[src/rtl/fetch_sequencer_if.sv]
// Fetch-stage bundle: PC register loop, instruction-memory handshake and IF/ID slot.
interface fetch_sequencer_if #(
   parameter int unsigned XLEN = 32
);
   logic [XLEN-1:0] pc_cur;
   logic [XLEN-1:0] pc_next;
   logic            redirect_valid;
   logic [XLEN-1:0] redirect_pc;
   logic            imem_req;
   logic [XLEN-1:0] imem_addr;
   logic            imem_ack;
   logic [XLEN-1:0] imem_rdata;
   logic            id_valid;
   logic            id_ready;
   logic [XLEN-1:0] id_pc;
   logic [XLEN-1:0] id_instr;

   modport master (
      input  pc_cur, redirect_valid, redirect_pc, imem_ack, imem_rdata, id_ready,
      output pc_next, imem_req, imem_addr, id_valid, id_pc, id_instr
   );

   modport slave (
      output pc_cur, redirect_valid, redirect_pc, imem_ack, imem_rdata, id_ready,
      input  pc_next, imem_req, imem_addr, id_valid, id_pc, id_instr
   );
endinterface

[src/rtl/fetch_sequencer.sv]
// Fetch sequencer: drives next-PC, issues imem requests, fills the IF/ID slot
// through a one-entry skid buffer and discards responses orphaned by redirects.
module fetch_sequencer #(
   parameter int unsigned     XLEN      = 32,
   parameter int unsigned     PC_STEP   = 4,
   parameter logic [XLEN-1:0] NOP_INSTR = XLEN'(32'h00000013)
) (
   input logic                clk,
   input logic                rst,
   fetch_sequencer_if.master  bus
);

   typedef enum logic [1:0] {IDLE, FETCH, WAIT_OUT, DROP} state_t;

   state_t          state;
   logic            id_valid;
   logic [XLEN-1:0] id_pc;
   logic [XLEN-1:0] id_instr;
   logic [XLEN-1:0] skid_pc;
   logic [XLEN-1:0] skid_instr;
   logic [XLEN-1:0] drop_addr;

   logic [XLEN-1:0] redirect_target;
   logic [XLEN-1:0] pc_seq;
   logic            xfer;
   logic            slot_free;

   assign redirect_target = bus.redirect_pc & ~XLEN'(3);
   assign pc_seq          = bus.pc_cur + XLEN'(PC_STEP);
   assign xfer            = id_valid && bus.id_ready;
   assign slot_free       = !id_valid || bus.id_ready;

   assign bus.id_valid = id_valid;
   assign bus.id_pc    = id_pc;
   assign bus.id_instr = id_instr;

   always_comb begin
      bus.imem_req  = 1'b0;
      bus.imem_addr = bus.pc_cur;
      bus.pc_next   = bus.pc_cur;
      if (!rst) begin
         bus.pc_next = '0;
      end else begin
         case (state)
            FETCH: begin
               bus.imem_req = 1'b1;
               if (bus.imem_ack) bus.pc_next = pc_seq;
            end
            DROP: begin
               bus.imem_req  = 1'b1;
               bus.imem_addr = drop_addr;
            end
            default: ;
         endcase
         if (bus.redirect_valid) bus.pc_next = redirect_target;
      end
   end

   always_ff @(posedge clk) begin
      if (!rst) begin
         state     <= IDLE;
         id_valid  <= 1'b0;
         id_pc     <= '0;
         id_instr  <= NOP_INSTR;
         drop_addr <= '0;
      end else if (bus.redirect_valid) begin
         id_valid <= 1'b0;
         id_instr <= NOP_INSTR;
         case (state)
            FETCH: begin
               if (!bus.imem_ack) begin
                  drop_addr <= bus.pc_cur;
                  state     <= DROP;
               end else begin
                  state <= FETCH;
               end
            end
            DROP:    if (bus.imem_ack) state <= FETCH;
            default: state <= FETCH;
         endcase
      end else begin
         if (xfer) id_valid <= 1'b0;
         case (state)
            IDLE: state <= FETCH;
            FETCH: begin
               if (bus.imem_ack) begin
                  if (slot_free) begin
                     id_valid <= 1'b1;
                     id_pc    <= bus.pc_cur;
                     id_instr <= bus.imem_rdata;
                  end else begin
                     state <= WAIT_OUT;
                  end
               end
            end
            // Skid occupancy is exactly state==WAIT_OUT, so no separate flag.
            WAIT_OUT: begin
               if (xfer) begin
                  id_valid <= 1'b1;
                  id_pc    <= skid_pc;
                  id_instr <= skid_instr;
                  state    <= FETCH;
               end
            end
            DROP: if (bus.imem_ack) state <= FETCH;
            default: state <= IDLE;
         endcase
      end
   end

   always_ff @(posedge clk) begin
      if (state == FETCH && bus.imem_ack && !slot_free) begin
         skid_pc    <= bus.pc_cur;
         skid_instr <= bus.imem_rdata;
      end
   end

endmodule

[src/flat_wrapper.sv]
// flat-port wrapper written by rule: the top's interface ports become plain ports
module fetch_sequencer_flat 
#(
   parameter int unsigned     XLEN      = 32,
   parameter int unsigned     PC_STEP   = 4,
   parameter logic [XLEN-1:0] NOP_INSTR = XLEN'(32'h00000013)
)
  (clk, rst, bus_pc_cur, bus_redirect_valid, bus_redirect_pc, bus_imem_ack, bus_imem_rdata, bus_id_ready, bus_pc_next, bus_imem_req, bus_imem_addr, bus_id_valid, bus_id_pc, bus_id_instr);
  fetch_sequencer_if #(.XLEN(XLEN)) bus_i ();
  input logic clk;
  input logic rst;
  input wire logic [$bits(bus_i.pc_cur)-1:0] bus_pc_cur;
  input wire logic [$bits(bus_i.redirect_valid)-1:0] bus_redirect_valid;
  input wire logic [$bits(bus_i.redirect_pc)-1:0] bus_redirect_pc;
  input wire logic [$bits(bus_i.imem_ack)-1:0] bus_imem_ack;
  input wire logic [$bits(bus_i.imem_rdata)-1:0] bus_imem_rdata;
  input wire logic [$bits(bus_i.id_ready)-1:0] bus_id_ready;
  output wire logic [$bits(bus_i.pc_next)-1:0] bus_pc_next;
  output wire logic [$bits(bus_i.imem_req)-1:0] bus_imem_req;
  output wire logic [$bits(bus_i.imem_addr)-1:0] bus_imem_addr;
  output wire logic [$bits(bus_i.id_valid)-1:0] bus_id_valid;
  output wire logic [$bits(bus_i.id_pc)-1:0] bus_id_pc;
  output wire logic [$bits(bus_i.id_instr)-1:0] bus_id_instr;
  assign bus_i.pc_cur = bus_pc_cur;
  assign bus_i.redirect_valid = bus_redirect_valid;
  assign bus_i.redirect_pc = bus_redirect_pc;
  assign bus_i.imem_ack = bus_imem_ack;
  assign bus_i.imem_rdata = bus_imem_rdata;
  assign bus_i.id_ready = bus_id_ready;
  assign bus_pc_next = bus_i.pc_next;
  assign bus_imem_req = bus_i.imem_req;
  assign bus_imem_addr = bus_i.imem_addr;
  assign bus_id_valid = bus_i.id_valid;
  assign bus_id_pc = bus_i.id_pc;
  assign bus_id_instr = bus_i.id_instr;
  fetch_sequencer #(.XLEN(XLEN), .PC_STEP(PC_STEP), .NOP_INSTR(NOP_INSTR)) u_core (.clk(clk), .rst(rst), .bus(bus_i));
endmodule
[config.mk]
export PLATFORM = sky130hd
export DESIGN_NAME = fetch_sequencer_flat
export DESIGN_NICKNAME = d
export VERILOG_FILES = /design/src/rtl/fetch_sequencer_if.sv /design/src/rtl/fetch_sequencer.sv /design/src/flat_wrapper.sv
export SDC_FILE = /design/constraint.sdc
export NUM_CORES = 1
export LEC_CHECK = 0
export ABC_AREA = 0
export ABC_CLOCK_PERIOD_IN_PS = 7900
export BUFFER_PORTS_ARGS = -buffer_cell sky130_fd_sc_hd__buf_4
export CAP_MARGIN = 20
export CORE_MARGIN = 2
export CORE_UTILIZATION = 55
export DETAILED_ROUTE_END_ITERATION = 10
export PLACE_DENSITY = 0.89
export SLEW_MARGIN = 5
export SYNTH_ARGS = -nofsm -noshare
export SYNTH_HDL_FRONTEND = slang
export SYNTH_SLANG_ARGS = --single-unit
[constraint.sdc]
create_clock -name clk -period 7.9 [get_ports clk]
set_input_delay 1.58 -clock clk [delete_from_list [all_inputs] [get_ports clk]]
set_output_delay 1.58 -clock clk [all_outputs]
set_load 0.02 [all_outputs]
== After elaboration in Yosys (flattened, before gate mapping) ==
Index checks and enable logic that the tools add are counted.

* Add/sub/neg operators: 1
* Equality and inequality tests: 9
* Multiplexer cells: 29
* Bitwise operators: 3
* Reductions and logical operators: 14

{| class="wikitable"
|+ Operators with widths
! operator !! count
|-
| two-way mux 32 bit || 12
|-
| one-hot mux 32 bit (2 select lines) || 2
|-
| adder 32 x 3 -> 32 bit (second input constant) || 1
|-
| two-way mux 2 bit || 6
|-
| one-hot mux 2 bit (4 select lines) || 1
|-
| two-way mux 1 bit || 6
|-
| != test 3 bit (second input constant) || 2
|-
| AND reduction 3 bit || 2
|-
| AND reduction 5 bit || 1
|-
| == test 2 bit (second input constant) || 2
|-
| != test 2 x 1 -> 1 bit (second input constant) || 2
|-
| one-hot mux 2 bit (2 select lines) || 1
|-
| AND reduction 4 bit || 1
|-
| OR reduction 2 bit || 2
|-
| logical AND 1 bit || 3
|-
| != test 3 x 2 -> 1 bit (second input constant) || 1
|-
| inverter 1 bit || 3
|-
| == test 2 x 1 -> 1 bit (second input constant) || 1
|-
| zero test 1 bit || 2
|-
| zero test 2 bit || 1
|-
| != test 2 bit (second input constant) || 1
|-
| one-hot mux 1 bit (2 select lines) || 1
|-
| nonzero test 2 bit || 1
|-
| logical OR 1 bit || 1
|}

* Bits in registers: 163
* Bits of input ports: 101
* Output and inout port bits: 130
* Logic and storage cells: 63

== Longest topological paths before layout ==
Gate-level depths: netlist of the first run.

* Word-level depth: 6
* Gate-level depth with buffers: 8
* Mapped depth without buffers: 6

== Worst setup path after synthesis of the first run ==
No wires, ideal clock.

* Kind: input to register
* Start: input port bus_id_ready
* End: register u_core.skid_instr[0], enable pin
* Data arrival time: 4.454 ns
* Slack: 2.959 ns
* Stages: 2
* Buffers on the path: 0
* Cells stage by stage: nand2b_1 > nor2_1

* Cells in the longest elaborated chain, start to end: 3

{| class="wikitable"
|+ Ends and longest elaborated chain
! element !! line !! text
|-
| from (decl) || flat_wrapper.sv:17 || <nowiki>input wire logic [$bits(bus_i.id_ready)-1:0] bus_id_ready;</nowiki>
|-
| logical OR 1 bit || fetch_sequencer.sv:31 || <nowiki>assign slot_free = !id_valid || bus.id_ready;</nowiki>
|-
| zero test 1 bit || fetch_sequencer.sv:112 || <nowiki>if (state == FETCH && bus.imem_ack && !slot_free) begin</nowiki>
|-
| logical AND 1 bit || fetch_sequencer.sv:112 ||
|-
| to (signal assigned) || fetch_sequencer.sv:114 || <nowiki>skid_instr <= bus.imem_rdata;</nowiki>
|-
| to (decl) || fetch_sequencer.sv:20 || <nowiki>logic [XLEN-1:0] skid_instr;</nowiki>
|}

Every way passes these cells.
A chain may end at the register's enable or synchronous reset.

== Worst setup path in the final report of the first run ==
* Start: input port bus_pc_cur[2]
* End: output port bus_pc_next[20]

* Cells in the longest elaborated chain, start to end: 5

{| class="wikitable"
|+ Ends and longest elaborated chain
! element !! line !! text
|-
| from (decl) || flat_wrapper.sv:12 || <nowiki>input wire logic [$bits(bus_i.pc_cur)-1:0] bus_pc_cur;</nowiki>
|-
| adder 32 x 3 -> 32 bit || fetch_sequencer.sv:29 || <nowiki>assign pc_seq = bus.pc_cur + XLEN'(PC_STEP);</nowiki>
|-
| two-way mux 32 bit || fetch_sequencer.sv:47 || <nowiki>if (bus.imem_ack) bus.pc_next = pc_seq;</nowiki>
|-
| two-way mux 32 bit || fetch_sequencer.sv:44 || <nowiki>case (state)</nowiki>
|-
| two-way mux 32 bit || fetch_sequencer.sv:55 || <nowiki>if (bus.redirect_valid) bus.pc_next = redirect_target;</nowiki>
|-
| two-way mux 32 bit || fetch_sequencer.sv:41 || <nowiki>if (!rst) begin</nowiki>
|-
| to (decl) || flat_wrapper.sv:18 || <nowiki>output wire logic [$bits(bus_i.pc_next)-1:0] bus_pc_next;</nowiki>
|}

Every way passes these cells.

==> reports/results.env, run 1 <==
DRT_FIRST_PASS_ITERS=5
WORST_R2R_PATH_DEPTH=7
CRITICAL_PATH_ARRIVAL_PS=3930
EFFECTIVE_UTILIZATION_AT_FLOORPLAN_PCT=56.2
SYNTH_SEQ_CELLS=163
SYNTH.CELL_AREA_UM2=7800
HOLDCRITSTARTPOINT='u_core.drop_addr[30]'
DETAIL_ROUTE.VIAS_PER_CELL=6.23
GLOBALROUTE.TOTALOVERFLOW=0
SYNTHTOLAYOUTAREAGROWTH_PCT=29.7
DIEAREA_UM2=15100
GRT_PASS1_WL_UM=35300
WORSTSKEWPAIRLATENCY_PS=430
POSTPLACECELLAREA_UM2=9510
RSZ0062_AT_GRT='false'
CTS-BUFFERS-INSERTED=17
TOTALNEGATIVESETUPSLACK_PS=0
YOSYSSEQAREASHARE_PCT=50.1
POST_SYNTH_INST_COUNT=770
WORST_HOLD_PATH.NUM_CELLS=2
DIE_Y_UM=123
TIMING_WORST_SLEW_PIN_VALUE_PS=1150
FINISH.INSTANCE_AREA_UM2=10100
POST_DRT_WL_PER_CELL_UM=20.3
INSERTEDDIODECOUNT=0
FINAL_MAX_SLEW_VIOL_COUNT=0
DRV.MAX_CAP_VIOLATION_COUNT=0
WORST_HOLD_PATH.ENDPOINT='u_core.drop_addr[30]'
YOSYSWARNINGCOUNT=0
ROUTED_WL_UM=23100
SYN-MEAN-INSTANCE-AREA_UM2=10.1
DETAILROUTE.VIA_COUNT=7091
HOLD_PATH_CLASS='reg -> reg'
SYNTHDISTINCTLIBCELLS=46
POWER_PER_CELL_AREA_nW_PER_UM2=216
NETLIST.TOP_CELL.BY_AREA='sky130_fd_sc_hd__dfxtp_1'
SYNTH_FLOP_CELL='sky130_fd_sc_hd__dfxtp_1'
SYNTH_NETS=876
FINAL_SETUP_SKEW_PS=10.7
CTS.CLK_SLEW.WORST_PATHS_PS=60
DETAIL_ROUTE.ITER0.VIOLATIONS=575
MIN_PERIOD_OVER_PERIOD_PCT=69.8
CRIT_PATH_MAX_INCR_DELAY_PS=720
MULTI_INPUT_COMB_AREA_UM2=3560
CP-START-KIND='primary input'
FLOORPLAN.IO_PINS=231
REG2REG_SETUP_SLACK_PS=5350
MAX-VDD-IR-DROP_mV=0.137
ROWS=43
DRTANTENNAVIOLNETS=0
CRITICAL_PATH_REQUIRED_PS=6320
DIE_W_UM=123
POST_CTS.RESIZED_INSTANCES=0
TIMING_WORST_SETUP_PATH_TYPE='in -> out'
CRIT_FAMILY='simple AND/OR/NAND/NOR gates'
CP.BUFFERS_INVERTERS=2
POWER_LEAKAGE_nW=3.73
VIAS_IN_THE_FIRST_GLOBAL_ROUTE=6739
HTREE_NUM_LEVELS=4
GRT_START_MAX_NET_PINS=77
GLOBALROUTETOTALUTIL_PCT=30.1
CLOCK_SINKS=163
CP_MAX_FO=16
STATUS='complete, no violations'
CTS_SETUP_BUFFERS=0
PERIOD_NEEDED_PS=5510
YOSYS-TOP-CELLS-AREA='sky130_fd_sc_hd__dfxtp_1 (25%), sky130_fd_sc_hd__edfxtp_1 (25%), sky130_fd_sc_hd__mux2i_1 (8.5%)'
CTSLONGESTPATHBUFFERS=2
CORE_AREA_UM2=13900
GRT_ANTENNA_BEFORE_REPAIR=0
CRIT-REG2REG-LAUNCH='u_core.state[0]'
FINAL_HOLD_VIOLATIONS=0
PLACE.PORT_BUFFERS=228
SYNTH_EDF_COUNT=64
PATH_CELLS='buf_4 -> ha_1 -> and3_1 -> nand4_1 -> or4_1 -> a31oi_1 -> buf_4'
R2R-END='u_core.bus.id_instr[22]'
GLOBALPLACE.CONGESTION=0.835
LAYOUT.NETS=1051
POST_ROUTE_CELLS_DRIVE_ABOVE_1_SHARE_PCT=32.8
ROUTE.DETAILED.DRC=0
YS_ASYNC_SR_FRACTION_PCT=0
CRITPATHSLOWESTCELL='sky130_fd_sc_hd__or4_1'
DP.FINAL_HPWL_UM=14700
SYNTH.TOP_CELL.AREA_SHARE_PCT=25.4
FINALSETUPVIOLCOUNT=0
CP-END-KIND='output port'
LAYOUT.FILLER_CELLS=1001
ROOT_BUFFER='sky130_fd_sc_hd__clkbuf_16'
AREA_TAKEN_BY_FLIP_FLOPS_AND_LATCHES_UM2=3900
CELL_REPEATED_MOST_ALONG_THE_WORST_PATH='sky130_fd_sc_hd__buf_4'
CTS.HOLD.BUFFERS_ADDED=0
MAXSLEWHEADROOM_PCT=23.5
FMAXACHIEVABLE_MHz=181
FINALHOLDWORSTSLACK_PS=453
TRITONCTS_CLOCK_TREE='built'
-- cell families after synthesis --
kind of cell               synth area share, %
xor gates and xnor gates                  1.35
muxes                                     13.1
adders and majority gates                0.802
buffers and inverters                     4.72
DFF                                       50.1
and+or+nand+nor                           10.5
AOI/OAI and AO/OA                         19.5
-- area by class of cell --
class | instances | area share [%]
clock buffer | 18 | 4.24
clock inverter | 14 | 1.47
inverter | 8 | 0.309
multi-input combinational | 516 | 35.2
sequential | 163 | 38.6
tap | 180 | 2.23
timing repair buffer | 239 | 17.9
-- per-stage QoR --
step                      worst slack [ps]  util (%)  total power (W)  instances
after CTS                             2400      72.7          0.00218       1137
final                                 2390      72.9          0.00218       1138
after global placement                2470      68.5          0.00136       1105
after floorplan                       2960         -          0.00119        770
after global routing                  2270      72.9          0.00225       1138
after detailed placement              2410      68.5          0.00137       1105
-- power breakdown --
group          switching (W)  internal (W)
Clock               0.000350      0.000470
Combinational       0.000259      0.000175
Sequential         0.0000198      0.000908
-- synth_stat cells (2+ instances only) --
master and number:
sky130_fd_sc_hd__a211oi_1 38, sky130_fd_sc_hd__a21boi_0 2, sky130_fd_sc_hd__a21oi_1 65, sky130_fd_sc_hd__a311oi_1 33, sky130_fd_sc_hd__a31oi_1 45, sky130_fd_sc_hd__and3_1 9, sky130_fd_sc_hd__and4_1 3, sky130_fd_sc_hd__buf_1 9
sky130_fd_sc_hd__buf_2 6, sky130_fd_sc_hd__buf_4 3, sky130_fd_sc_hd__clkbuf_1 64, sky130_fd_sc_hd__dfxtp_1 99, sky130_fd_sc_hd__edfxtp_1 64, sky130_fd_sc_hd__ha_1 5, sky130_fd_sc_hd__inv_1 7, sky130_fd_sc_hd__mux2_2 32
sky130_fd_sc_hd__mux2i_1 66, sky130_fd_sc_hd__nand2_1 81, sky130_fd_sc_hd__nand3_1 12, sky130_fd_sc_hd__nand4_1 12, sky130_fd_sc_hd__nor2_1 22, sky130_fd_sc_hd__nor3_1 3, sky130_fd_sc_hd__nor3b_1 2, sky130_fd_sc_hd__nor4_1 4
sky130_fd_sc_hd__o211ai_1 3, sky130_fd_sc_hd__o21a_1 2, sky130_fd_sc_hd__o21ai_0 25, sky130_fd_sc_hd__o31a_1 3, sky130_fd_sc_hd__o31ai_1 12, sky130_fd_sc_hd__or3_1 2, sky130_fd_sc_hd__or4_1 12, sky130_fd_sc_hd__xnor2_1 3
sky130_fd_sc_hd__xor2_1 9
-- flip-flops by register name (all words and copies together) (netlist names) --
signal               count
u_core.bus.id_instr     32
u_core.skid_pc          32
u_core.drop_addr        32
u_core.bus.id_pc        32
u_core.state             2
u_core.skid_instr       32
u_core.bus.id_valid      1
-- how the worst max path moves through the flow --
stage,startpoint,endpoint,slack [ps],cells past startpoint
after floorplan,bus_id_ready,u_core.skid_instr[0],2960,2
after global placement,bus_pc_cur[2],bus_pc_next[20],2470,7
after detailed placement,bus_pc_cur[2],bus_pc_next[20],2410,7
after CTS,bus_pc_cur[2],bus_pc_next[20],2400,7
after global routing,bus_pc_cur[2],bus_pc_next[20],2270,7
final,bus_pc_cur[2],bus_pc_next[20],2390,7
-- placed cells by master, fill, tap and decap left out, types with 12 or more instances in the layout --
master,Yosys,final
sky130_fd_sc_hd__nand3_1,12,12
sky130_fd_sc_hd__a211oi_1,38,38
sky130_fd_sc_hd__nor2_1,22,19
sky130_fd_sc_hd__buf_4,3,238
sky130_fd_sc_hd__clkbuf_16,0,17
sky130_fd_sc_hd__dfxtp_1,99,99
sky130_fd_sc_hd__o21ai_0,25,25
sky130_fd_sc_hd__edfxtp_1,64,64
sky130_fd_sc_hd__mux2_2,32,32
sky130_fd_sc_hd__a31oi_1,45,45
sky130_fd_sc_hd__nand2_1,81,81
sky130_fd_sc_hd__o31ai_1,12,12
sky130_fd_sc_hd__nand4_1,12,12
sky130_fd_sc_hd__mux2i_1,66,66
sky130_fd_sc_hd__a311oi_1,33,33
sky130_fd_sc_hd__or4_1,12,12
sky130_fd_sc_hd__a21oi_1,65,65
-- worst register-to-register path: stages, from the launching register on --
cell and delay, ps:
sky130_fd_sc_hd__dfxtp_1 380, sky130_fd_sc_hd__inv_1 110, sky130_fd_sc_hd__ha_4 170, sky130_fd_sc_hd__a21boi_0 190, sky130_fd_sc_hd__nor2_4 560, sky130_fd_sc_hd__buf_4 520
sky130_fd_sc_hd__a21oi_1 140, sky130_fd_sc_hd__a211oi_1 370
-- per-layer routing --
metal / global-route usage (%) / share of wire, %
met1: 37.8 / 41
met2: 50.5 / 49
met3: 6.96 / 8.5
met4: 11.1 / 1.8
met5: 0 / 0
Note: power is estimated with default switching activity, not from simulation.
==> inputs of run 2 (changes only) <==
--- a/config.mk
+++ b/config.mk
@@ -6,13 +6,13 @@
 export NUM_CORES = 1
 export LEC_CHECK = 0
 export ABC_AREA = 0
-export ABC_CLOCK_PERIOD_IN_PS = 7900
+export ABC_CLOCK_PERIOD_IN_PS = 4900
 export BUFFER_PORTS_ARGS = -buffer_cell sky130_fd_sc_hd__buf_4
 export CAP_MARGIN = 20
 export CORE_MARGIN = 2
-export CORE_UTILIZATION = 55
+export CORE_UTILIZATION = 47
 export DETAILED_ROUTE_END_ITERATION = 10
-export PLACE_DENSITY = 0.89
+export PLACE_DENSITY = 0.82
 export SLEW_MARGIN = 5
 export SYNTH_ARGS = -nofsm -noshare
 export SYNTH_HDL_FRONTEND = slang
==> constraint.sdc (replaced) <==
create_clock -name clk -period 4.9 [get_ports clk]
set_input_delay 0.98 -clock clk [delete_from_list [all_inputs] [get_ports clk]]
set_output_delay 0.98 -clock clk [all_outputs]
set_load 0.02 [all_outputs]
==> reports/results.env, run 2 (synthesized netlist as in run 1, its figures left out) <==
STATUS='complete, no violations'
MULTI_INPUT_COMB_AREA_UM2=3560
CLOCK_SINKS=163
ROUTE.DETAILED.DRC=0
ROWS=47
GRT_ANTENNA_BEFORE_REPAIR=0
DETAIL_ROUTE.ITER0.VIOLATIONS=521
RSZ0062_AT_GRT='false'
DRV.MAX_CAP_VIOLATION_COUNT=0
AREA_TAKEN_BY_FLIP_FLOPS_AND_LATCHES_UM2=3900
TIMING_WORST_SETUP_PATH_TYPE='reg -> out'
GLOBALROUTE.TOTALOVERFLOW=0
ROUTED_WL_UM=22700
SYNTHTOLAYOUTAREAGROWTH_PCT=31.2
DIEAREA_UM2=17600
INSERTEDDIODECOUNT=0
FINALSETUPVIOLCOUNT=0
CRITICAL_PATH_REQUIRED_PS=3920
CP_MAX_FO=16
P_SWITCHING_W=0.000994
PERIOD_NEEDED_PS=4400
TRITONCTS_CLOCK_TREE='built'
LAYOUT_COMMONEST_CELL='sky130_fd_sc_hd__buf_4'
FINAL_HOLD_VIOLATIONS=0
HTREE_NUM_LEVELS=4
TOTALNEGATIVESETUPSLACK_PS=0
PATH_CELLS='inv_1 -> ha_1 -> and3_1 -> nand4_1 -> or4_1 -> a31oi_1 -> buf_4'
CTS-BUFFERS-INSERTED=17
MOSTFREQUENTLAYOUTCELLS='sky130_fd_sc_hd__buf_4 (240), sky130_fd_sc_hd__dfxtp_1 (99), sky130_fd_sc_hd__nand2_1 (81)'
POST_ROUTE_CELLS_DRIVE_ABOVE_1_SHARE_PCT=32.8
CLOCK_SHARE_OF_POWER_PCT=38.5
FINAL_MAX_SLEW_VIOL_COUNT=0
ROOT_BUFFER='sky130_fd_sc_hd__clkbuf_16'
DIE_Y_UM=133
VIAS_IN_THE_FIRST_GLOBAL_ROUTE=6623
FMAXACHIEVABLE_MHz=228
REPORT.POWER.TOTAL_W=0.00357
DRTANTENNAVIOLNETS=0
GRT_START_MAX_NET_PINS=61
CTS.CLK_SLEW.WORST_PATHS_PS=60
CRITICAL_PATH_ARRIVAL_PS=3420
EFFECTIVE_UTILIZATION_AT_FLOORPLAN_PCT=47.5
CRIT_FAMILY='simple AND/OR/NAND/NOR gates'
CP-END-KIND='output port'
DETAILROUTE.VIA_COUNT=7010
CP-START-KIND='register'
LAYOUT.NETS=1054
FLOORPLAN.IO_PINS=231
WORSTSKEWPAIRLATENCY_PS=420
MIN_PERIOD_OVER_PERIOD_PCT=89.7
TIMING_WORST_SLEW_PIN_VALUE_PS=1010
CRIT_PATH_MAX_INCR_DELAY_PS=710
CTSLONGESTPATHBUFFERS=2
MAXSLEWHEADROOM_PCT=32.7
POWER_LEAKAGE_nW=3.75
PLACE.PORT_BUFFERS=228
HOLD_PATH_CLASS='reg -> reg'
P_SW_SHARE_PCT=27.9
DP.FINAL_HPWL_UM=14900
POST_DRT_WL_PER_CELL_UM=19.2
MAX-VDD-IR-DROP_mV=0.229
POWER_PER_CELL_AREA_nW_PER_UM2=348
POWER.SHARE.SEQUENTIAL_PCT=42.0
CORE_AREA_UM2=16400
LAYOUT.FILLER_CELLS=1371
CTS.HOLD.BUFFERS_ADDED=0
DIE_W_UM=133
INTERNAL_POWER_CONSUMPTION_W=0.00257
POST_CTS.RESIZED_INSTANCES=0
GRT_PASS1_WL_UM=35500
CP.BUFFERS_INVERTERS=2
POWER.COMBINATIONAL.FRACTION_PCT=19.5
DRT_FIRST_PASS_ITERS=5
DETAIL_ROUTE.VIAS_PER_CELL=5.94
GLOBALPLACE.CONGESTION=0.827
CTS_SETUP_BUFFERS=0
FINAL_SETUP_SKEW_PS=10.4
CRITPATHSLOWESTCELL='sky130_fd_sc_hd__or4_1'
GLOBALROUTETOTALUTIL_PCT=25.4
==> run 2: path summary, 6_finish.rpt <==
check                      start             endpoint  slack (ps)  cells after the start
max              u_core.state[1]      bus_pc_next[22]         500                      7
min          u_core.drop_addr[3]  u_core.drop_addr[3]         450                      2
max reg2reg      u_core.state[0]  u_core.bus.id_pc[2]        2020                      7
min reg2reg  u_core.drop_addr[3]  u_core.drop_addr[3]         450                      2
==> run 2: layout make-up <==
cell class,count,share of cell area (%)
Sequential cell,163,38.2
Clock buffer,21,4.81
Tap cell,220,2.69
Clock inverter,10,1.17
Inverter,8,0.318
Timing Repair Buffer,242,18.1
Multi-Input combinational cell,516,34.8
==> run 2: power by group through the flow <==
stage	Clock (W)	Combinational (W)	Sequential [W]
global placement	0	0.000679	0.00152
CTS	0.00139	0.000694	0.00150
finish	0.00137	0.000696	0.00150
global route	0.00145	0.000744	0.00150
floorplan	0	0.000343	0.00158
detailed placement	0	0.000690	0.00153
==> run 2: routing by layer <==
metal  global-route usage (%)  share of wire, %  vias up
li1                         -                 -     3285
met1                     33.1                41     3387
met2                     41.7                49      301
met3                     5.52               7.4       37
met4                     9.32               1.9        0
met5                        0                 0        -
==> run 2: worst min-delay path: stages, from the launching register on <==
cell and delay [ps]:
sky130_fd_sc_hd__dfxtp_1 310, sky130_fd_sc_hd__nand2_1 50, sky130_fd_sc_hd__a21oi_1 50
==> run 2: through the flow <==
stage | setup slack, ps | cell area (um2) | utilization (%) | hold WS [ps] | std cells
3_5_place_dp | 637 | 9590 | 58.5 | 444 | 1148
5_1_grt | 267 | 10200 | 62.4 | 470 | 1180
3_3_place_gp | 732 | 9590 | 58.5 | 439 | 1148
2_1_floorplan | 559 | 7800 | - | 434 | 770
4_1_cts | 522 | 10200 | 62.2 | 453 | 1179
6_report | 505 | 10200 | 62.4 | 453 | 1180
==> inputs of run 3 (changes only) <==
--- a/config.mk
+++ b/config.mk
@@ -7,12 +7,13 @@
 export LEC_CHECK = 0
 export ABC_AREA = 0
 export ABC_CLOCK_PERIOD_IN_PS = 4900
-export BUFFER_PORTS_ARGS = -buffer_cell sky130_fd_sc_hd__buf_4
 export CAP_MARGIN = 20
 export CORE_MARGIN = 2
-export CORE_UTILIZATION = 47
+export CORE_UTILIZATION = 55
 export DETAILED_ROUTE_END_ITERATION = 10
-export PLACE_DENSITY = 0.82
+export DONT_BUFFER_PORTS = 1
+export PLACE_DENSITY = 0.78
+export SKIP_LAST_GASP = 1
 export SLEW_MARGIN = 5
 export SYNTH_ARGS = -nofsm -noshare
 export SYNTH_HDL_FRONTEND = slang
==> reports/results.env, run 3 (synthesized netlist as in run 1, its figures left out) <==
FIN_UTIL_PCT=61.0
MIN_PERIOD_OVER_PERIOD_PCT=90.0
P_SWITCHING_W=0.000936
POWER_PER_CELL_AREA_nW_PER_UM2=393
DP.FINAL_HPWL_UM=14100
MAXSLEWHEADROOM_PCT=29.0
STDCELL_COUNT=914
ROOT_BUFFER='sky130_fd_sc_hd__clkbuf_16'
GRT_PASS1_WL_UM=31500
CTS.CLK_SLEW.WORST_PATHS_PS=70
HTREE_NUM_LEVELS=4
CORE_AREA_UM2=13900
CTS_SETUP_BUFFERS=0
FLOORPLAN.IO_PINS=231
REPORT.POWER.TOTAL_W=0.00332
INTERNAL_POWER_CONSUMPTION_W=0.00239
GLOBALPLACE.CONGESTION=0.851
POST_CTS.RESIZED_INSTANCES=0
ROUTED_WL_UM=21000
HOLDCRITSTARTPOINT='u_core.drop_addr[25]'
HOLD_PATH_CLASS='reg -> reg'
GRT_START_MAX_NET_PINS=65
POWER.COMBINATIONAL.FRACTION_PCT=12.4
TIMING_WORST_SLEW_PIN_VALUE_PS=1060
POST_ROUTE_CELLS_DRIVE_ABOVE_1_SHARE_PCT=12.3
STATUS='complete, no violations'
PERIOD_NEEDED_PS=4410
DETAIL_ROUTE.VIAS_PER_CELL=6.77
CLOCK_SHARE_OF_POWER_PCT=40.6
TRITONCTS_CLOCK_TREE='built'
RSZ0062_AT_GRT='false'
MAX-VDD-IR-DROP_mV=0.221
DRV.MAX_CAP_VIOLATION_COUNT=0
FINAL_HOLD_VIOLATIONS=0
DP_CELLS=881
LAYOUT_COMMONEST_CELL='sky130_fd_sc_hd__dfxtp_1'
DRT_FIRST_PASS_ITERS=5
FINAL_SETUP_SKEW_PS=6.71
DIEAREA_UM2=15100
FINALSETUPVIOLCOUNT=0
CTSLONGESTPATHBUFFERS=2
EFFECTIVE_UTILIZATION_AT_FLOORPLAN_PCT=56.2
PATH_CELLS='inv_1 -> ha_1 -> and4_1 -> nand4_1 -> o31a_1 -> nor3b_1'
TOTALNEGATIVESETUPSLACK_PS=0
CRIT-REG2REG-LAUNCH='u_core.state[0]'
CRIT_PATH_MAX_INCR_DELAY_PS=700
WORSTSKEWPAIRLATENCY_PS=430
FMAXACHIEVABLE_MHz=227
FINAL_MAX_SLEW_VIOL_COUNT=0
CP-END-KIND='output port'
GLOBALROUTE.TOTALOVERFLOW=0
CRITICAL_PATH_ARRIVAL_PS=3430
CRITICAL_PATH_REQUIRED_PS=3920
SYNTHTOLAYOUTAREAGROWTH_PCT=8.54
DETAILROUTE.VIA_COUNT=6185
CRITPATHSLOWESTCELL='sky130_fd_sc_hd__nor3b_1'
GRT_ANTENNA_BEFORE_REPAIR=0
POST_DRT_WL_PER_CELL_UM=23.0
CP-START-KIND='register'
LAYOUT.FILLER_CELLS=1093
P_SW_SHARE_PCT=28.1
DRTANTENNAVIOLNETS=0
POWER_LEAKAGE_nW=2.59
MOSTFREQUENTLAYOUTCELLS='sky130_fd_sc_hd__dfxtp_1 (99), sky130_fd_sc_hd__nand2_1 (81), sky130_fd_sc_hd__mux2i_1 (66)'
CTS-BUFFERS-INSERTED=17
DIE_Y_UM=123
POWER.SHARE.SEQUENTIAL_PCT=47.0
GLOBALROUTETOTALUTIL_PCT=27.2
PLACE.PORT_BUFFERS=0
CP_MAX_FO=14
DETAIL_ROUTE.ITER0.VIOLATIONS=580
LAYOUT.NETS=826
WORST_SETUP_PATH_STARTPOINT='u_core.state[1]'
TIMING_WORST_SETUP_PATH_TYPE='reg -> out'
VIAS_IN_THE_FIRST_GLOBAL_ROUTE=5848
CLOCK_SINKS=163
ROWS=43
CTS.HOLD.BUFFERS_ADDED=0
DIE_W_UM=123
ROUTE.DETAILED.DRC=0
## run 3: routing by layer
metal / wire length [um] / up-vias / GRT usage [%]
met5: 0 / - / 0
met4: 353 / 0 / 9.80
met3: 2210 / 38 / 9.32
met2: 10100 / 351 / 44.2
met1: 8330 / 2964 / 33.7
li1: - / 2832 / -
## run 3: critical path: cells and delay by family, from the launching register on
| family | cells | cell delay (ps) |
|---|---|---|
| adders and majority gates | 1 | 410 |
| DFF | 1 | 370 |
| and+or+nand+nor | 3 | 1660 |
| buffers and inverters | 1 | 100 |
| AOI/OAI and AO/OA | 1 | 460 |
## run 3: final cells by class
type / instances / area [um2] / share of cell area [%]
clock buffer: 19 / 453 / 5.35
timing repair buffer: 14 / 138 / 1.63
antenna: 1 / 2.50 / 0.0296
clock inverter: 13 / 149 / 1.76
inverter: 8 / 31.3 / 0.370
tap: 180 / 225 / 2.66
multi-input combinational: 516 / 3560 / 42.1
sequential: 163 / 3900 / 46.1
## run 3: power groups by stage
stage | Sequential [W] | Combinational, W | Clock, W
final | 0.00156 | 0.000413 | 0.00135
after global routing | 0.00157 | 0.000448 | 0.00142
after CTS | 0.00156 | 0.000412 | 0.00136
after detailed placement | 0.00159 | 0.000410 | 0
after global placement | 0.00159 | 0.000388 | 0
after floorplan | 0.00158 | 0.000343 | 0
## run 3: final timing paths
path	slack, ps	depth (start not counted)	end
worst max-delay path	490	6	bus_pc_next[31]
worst min-delay path	450	2	u_core.drop_addr[25]
worst max register to register	2090	7	u_core.bus.id_pc[21]
worst min register to register	450	2	u_core.drop_addr[25]
## run 3: metrics by stage
step / area, um2 / hold slack (ps) / worst slack, ps
after floorplan: 7800 / 434 / 559
after global placement: 7810 / 438 / 820
after detailed placement: 7860 / 448 / 800
after CTS: 8460 / 457 / 505
after global routing: 8460 / 477 / 301
final: 8460 / 454 / 492
